**config.mk**
```make
export PLATFORM = sky130hd
export DESIGN_NAME = hc595_chain_driver
export DESIGN_NICKNAME = d
export VERILOG_FILES = /design/src/rtl/hc595_chain_driver.sv
export SDC_FILE = /design/constraint.sdc
export NUM_CORES = 1
export LEC_CHECK = 0
export ABC_AREA = 1
export CORE_ASPECT_RATIO = 0.9
export CORE_MARGIN = 3
export CORE_UTILIZATION = 25
export CTS_BUF_LIST = sky130_fd_sc_hd__clkbuf_4
export CTS_CLUSTER_DIAMETER = 100
export DETAILED_ROUTE_END_ITERATION = 16
export DONT_BUFFER_PORTS = 1
export HOLD_SLACK_MARGIN = 0.03
export PLACE_DENSITY = 0.43
export SLEW_MARGIN = 20
export SYNTH_ARGS = -nofsm -noshare
export SYNTH_HDL_FRONTEND = slang
export SYNTH_SLANG_ARGS = --single-unit
```
**constraint.sdc**
```tcl
create_clock -name clk -period 3.36 [get_ports clk]
set_clock_uncertainty 0.1 [all_clocks]
set_input_delay 0.336 -clock clk [delete_from_list [all_inputs] [get_ports clk]]
set_output_delay 0.336 -clock clk [all_outputs]
set_load 0.005 [all_outputs]
```
**src/rtl/hc595_chain_driver.sv**
```systemverilog
`default_nettype none
// ============================================================================
// Module   : hc595_chain_driver
// Brief    : Serializes a parallel word MSB-first into a 74HC595 chain on a
//            divided shift clock, then pulses the storage latch.
// Revision : 1.0 - initial release
// ============================================================================
module hc595_chain_driver #(
    parameter int WIDTH   = 8,
    parameter int CLK_DIV = 4
) (
    input  logic             clk,
    input  logic             reset_n,
    input  logic [WIDTH-1:0] data_in,
    input  logic             load,
    output logic             ready,
    output logic             frame_done,
    output logic             sr_ser,
    output logic             sr_clk,
    output logic             sr_latch,
    output logic             sr_oe_n
);

    localparam int c_DIV_W = (CLK_DIV > 1) ? $clog2(CLK_DIV) : 1;
    localparam int c_BIT_W = (WIDTH > 1) ? $clog2(WIDTH) : 1;
    localparam logic [c_DIV_W-1:0] c_DIV_LAST = c_DIV_W'(CLK_DIV - 1);
    localparam logic [c_BIT_W-1:0] c_BIT_LAST = c_BIT_W'(WIDTH - 1);

    localparam logic [1:0] c_IDLE  = 2'd0;
    localparam logic [1:0] c_SHIFT = 2'd1;
    localparam logic [1:0] c_LATCH = 2'd2;

    logic [1:0]         r_state;
    logic [1:0]         w_state_next;
    logic [c_DIV_W-1:0] r_div;
    logic [c_DIV_W-1:0] w_div_next;
    logic               r_phase;
    logic               w_phase_next;
    logic [c_BIT_W-1:0] r_bit;
    logic [c_BIT_W-1:0] w_bit_next;
    logic [c_BIT_W-1:0] w_bit_dec;
    logic [WIDTH-1:0]   r_shadow;
    logic [WIDTH-1:0]   w_shadow_next;
    logic               r_frame_done;
    logic               w_frame_done_next;
    logic               r_sr_ser;
    logic               w_sr_ser_next;
    logic               r_sr_clk;
    logic               w_sr_clk_next;
    logic               r_sr_latch;
    logic               w_sr_latch_next;
    logic               r_sr_oe_n;
    logic               w_sr_oe_n_next;

    logic w_div_end;
    logic w_last_bit;

    assign w_div_end  = (r_div == c_DIV_LAST);
    assign w_last_bit = (r_bit == '0);
    assign w_bit_dec  = r_bit - 1'b1;

    always_ff @(posedge clk or negedge reset_n) begin
        if (!reset_n) begin
            r_state <= c_IDLE;
        end else begin
            r_state <= w_state_next;
        end
    end

    always_comb begin
        w_state_next = r_state;
        case (r_state)
            c_IDLE:  if (load) w_state_next = c_SHIFT;
            c_SHIFT: if (w_div_end && r_phase && w_last_bit) w_state_next = c_LATCH;
            c_LATCH: if (w_div_end) w_state_next = c_IDLE;
            default: w_state_next = c_IDLE;
        endcase
    end

    // Data changes on the same edge that drops sr_clk, giving a full
    // low phase of setup before the next rising edge.
    always_comb begin
        w_div_next        = r_div;
        w_phase_next      = r_phase;
        w_bit_next        = r_bit;
        w_shadow_next     = r_shadow;
        w_frame_done_next = 1'b0;
        w_sr_ser_next     = r_sr_ser;
        w_sr_clk_next     = r_sr_clk;
        w_sr_latch_next   = r_sr_latch;
        w_sr_oe_n_next    = r_sr_oe_n;
        case (r_state)
            c_IDLE: begin
                if (load) begin
                    w_shadow_next = data_in;
                    w_sr_ser_next = data_in[WIDTH-1];
                    w_sr_clk_next = 1'b0;
                    w_div_next    = '0;
                    w_phase_next  = 1'b0;
                    w_bit_next    = c_BIT_LAST;
                end
            end
            c_SHIFT: begin
                if (w_div_end) begin
                    w_div_next = '0;
                    if (!r_phase) begin
                        w_phase_next  = 1'b1;
                        w_sr_clk_next = 1'b1;
                    end else begin
                        w_phase_next  = 1'b0;
                        w_sr_clk_next = 1'b0;
                        if (w_last_bit) begin
                            w_sr_latch_next = 1'b1;
                        end else begin
                            w_bit_next    = w_bit_dec;
                            w_sr_ser_next = r_shadow[w_bit_dec];
                        end
                    end
                end else begin
                    w_div_next = r_div + 1'b1;
                end
            end
            c_LATCH: begin
                if (w_div_end) begin
                    w_div_next        = '0;
                    w_sr_latch_next   = 1'b0;
                    w_frame_done_next = 1'b1;
                    w_sr_oe_n_next    = 1'b0;
                end else begin
                    w_div_next = r_div + 1'b1;
                end
            end
            default: begin
                w_div_next = '0;
            end
        endcase
    end

    always_ff @(posedge clk or negedge reset_n) begin
        if (!reset_n) begin
            r_div        <= '0;
            r_phase      <= 1'b0;
            r_bit        <= c_BIT_LAST;
            r_shadow     <= '0;
            r_frame_done <= 1'b0;
            r_sr_ser     <= 1'b0;
            r_sr_clk     <= 1'b0;
            r_sr_latch   <= 1'b0;
            r_sr_oe_n    <= 1'b1;
        end else begin
            r_div        <= w_div_next;
            r_phase      <= w_phase_next;
            r_bit        <= w_bit_next;
            r_shadow     <= w_shadow_next;
            r_frame_done <= w_frame_done_next;
            r_sr_ser     <= w_sr_ser_next;
            r_sr_clk     <= w_sr_clk_next;
            r_sr_latch   <= w_sr_latch_next;
            r_sr_oe_n    <= w_sr_oe_n_next;
        end
    end

    assign ready      = (r_state == c_IDLE);
    assign frame_done = r_frame_done;
    assign sr_ser     = r_sr_ser;
    assign sr_clk     = r_sr_clk;
    assign sr_latch   = r_sr_latch;
    assign sr_oe_n    = r_sr_oe_n;

endmodule
`default_nettype wire
```
==> metrics.txt <==
area of the multi-input gates=around 460 µm²; insertion delay to the later sink of the worst-skew pair=0.30 ns; fin crit share=between 50% and 60%; VDD IR-drop max=0.000295 V; DRC Markers=0; Final #Nets=153; Post-synth EDFFs=0; CP endpoint kind=register; total iterations of the first detailed-routing run=4; Final Setup Violations=0; TritonCTS Buffers=3; GRT Resource Usage Total=under 10%; Power Density=about 940 mW/mm²; post-route ant nets=0; final std cell area, no fill=between 0.001 and 0.0015 mm²; Synth Flop Type=dfrtp_1; vias in the first global route=767; core area=between 0.003 and 0.004 mm²; FF-to-FF path depth=9; Ports=17; most used cell along the critical path=nand2_1; CTS Buffer Depth=2; Worst-Margin Slew=0.921 ns; final-report max-slew violation count=0; antenna cells=0; CP cell instances=inv_1 > ha_1 > or2_1 > nand2_1 > nor2_1 > nand2_1 > inv_2 > o21ai_1 > o21ai_0; CP Data Arrival Time=1.89 ns; first-pass GRT wire length=around 3600 µm; CP Capture Point=r_bit[0]; number of distinct library cells after synthesis=21; delay-heaviest family, CP=simple AND/OR/NAND/NOR gates; DP Area=around 0.0011 mm²; max_cap viols=0; Tmin final=about 1.8 ns; sequential share of the synthesized area=approximately 47%; slowest CP cell=ha_1; Reg clk slew, reported paths=around 0.12 ns; Hold Path Class=primary input to register; number of cells on the critical path=9; Pleak=slightly below 0.6 nW; drt total wl=between 2000 and 2500 µm; detailed placer's ending HPWL=approximately 1500 µm; Slew headroom=between 30 and 40%; WP buf/inv=2; hold_buf cts=1; largest cells by area after synthesis=dfrtp_1, dfstp_2, ha_1; Die X=approximately 75 µm; cell with the most instances after synthesis=nand2_1; DR vias/cell=about 4.3; RD Place Congestion=between 0.7 and 0.8; Post-synth top cells=nand2_1, inv_1, dfrtp_1, nand3_1, nor2_1; flops & latches, synth=20; r2r setup slk=~1.6 ns; Die H=just under 70 µm; register area=slightly above 500 µm²; Async S/R FF share, synth=100%; Crit Path Max Fanout=11; share of cells above drive strength 1=approximately 9%; leading area contributor after synthesis=dfrtp_1; row cnt=21; CTS tree=built; cells resized by post-CTS repair=0; worst r2r dst=r_bit[0]; synthesized area=~0.0011 mm²; CP Data Required Time=approximately 3.5 ns; Yosys top cell area share=a little under two fifths; largest net degree at the start of global routing=21; unrepaired setup endpoints after global routing=no; Die ar.=a little over 0.005 mm²; Syn. warnings=0; status=complete, no violations; Initial Util=between 20 and 30%; Mapped Avg Cell Area=between 8 and 9 µm²; clk root buf=clkbuf_4; Total Neg Setup Slack=0 ns; I/O Buffers=0; area added between synthesis and finish=7.23%; Startpoint Class=register; syn_nets=between 100 and 150; clk sinks=20; Synth Instances=130; Fin. Hold Viols=0; WS Path Type=register to register; crit path launch=r_state[1]; GR Overflow Total=0; # fillers=417; FMAX=roughly 0.57 GHz; worst r2r src=r_state[1]; Worst path max stage delay=between 0.4 and 0.5 ns; initial drt markers=16; Post-CTS Repair Setup Buffers=0; antenna violations before repair=0; CTS H-tree lvls=1; DR vias=771; WL/cell=between 10 and 15 µm
cell families (layout without fill, tap and decap cells):
logic type	count (synthesis)	count (layout)	synth area share [%]
XOR/XNOR	2	2	1.63
AND/OR/NAND/NOR	53	53	20.5
adder cells (fa/ha/maj)	8	8	9.34
flip-flops	20	20	47.1
AO/OA/AOI/OAI	21	21	10.7
buffers and inverters	25	28	9.57
multiplexers	1	1	1.05
worst register-to-register path, delay by kind of cell (launching register included):
| kind | cells | cell delay (ns) |
|---|---|---|
| flip-flops | 1 | 0.40 |
| adder cells (fa/ha/maj) | 1 | 0.41 |
| AND/OR/NAND/NOR | 4 | 0.41 |
| buffers and inverters | 2 | 0.23 |
| AO/OA/AOI/OAI | 2 | 0.16 |
cell usage in the layout, fill, tap and decap left out, types with 2 or more instances in the layout:
cell type  instances
clkbuf_4           3
o21ai_1            3
ha_1               8
o21ai_0            8
a21oi_1            7
inv_1             21
dfstp_2            4
nand3_1           13
nand2_1           25
dfrtp_1           16
inv_2              2
nor2_1            13
sequential cells by signal, summed over array words and instances, names as in the netlist:
| signal | count |
|---|---|
| r_bit | 3 |
| sr_latch | 1 |
| sr_ser | 1 |
| sr_oe_n | 1 |
| frame_done | 1 |
| r_shadow | 8 |
| r_div | 2 |
| r_state | 2 |
| sr_clk | 1 |
layer usage:
| layer | vias up | routed length (µm) | global-route usage (%) |
|---|---|---|---|
| li1 | 416 | - | - |
| met1 | 342 | 1120 | 13.5 |
| met2 | 11 | 795 | 12.4 |
| met3 | 2 | 62 | 2.35 |
| met4 | 0 | 34 | 4.67 |
| met5 | - | 0 | 0 |
metrics by stage:
stage	std cells	power, mW	setup WS, ns	util [%]	hold slack (ns)
final	179	1.08	1.60	29.4	0.0735
after global routing	179	1.22	1.36	29.4	0.0542
after CTS	179	1.10	1.58	29.4	0.0613
after detailed placement	174	0.963	1.61	28.4	-0.0591
after global placement	174	0.960	1.62	28.4	-0.0590
after floorplan	130	0.864	1.82	-	-0.0596
area by class of cell:
cell class                 instances  area share, %
sequential                        20           44.0
multi-input combinational         85           40.4
tap                               46           5.01
clock inverter                     1          0.326
inverter                          23           7.51
clock buffer                       3           1.96
timing repair buffer               1          0.871
where the power goes:
group,internal [mW],switching [mW],total [mW]
Sequential,0.359,0.0619,0.420
Clock,0.0433,0.0767,0.120
Combinational,0.201,0.337,0.538
Total,0.603,0.475,1.08
worst min path at each step:
stage / from / to / slack, ns / depth (start not counted)
6_report: data_in[2] / r_shadow[2] / 0.07 / 1
5_1_grt: data_in[2] / r_shadow[2] / 0.05 / 1
4_1_cts: data_in[2] / r_shadow[2] / 0.06 / 1
3_5_place_dp: reset_n / r_div[1] / -0.06 / 0
3_3_place_gp: reset_n / r_state[0] / -0.06 / 0
2_1_floorplan: reset_n / frame_done / -0.06 / 0
Note: power is estimated with default switching activity, not from simulation.
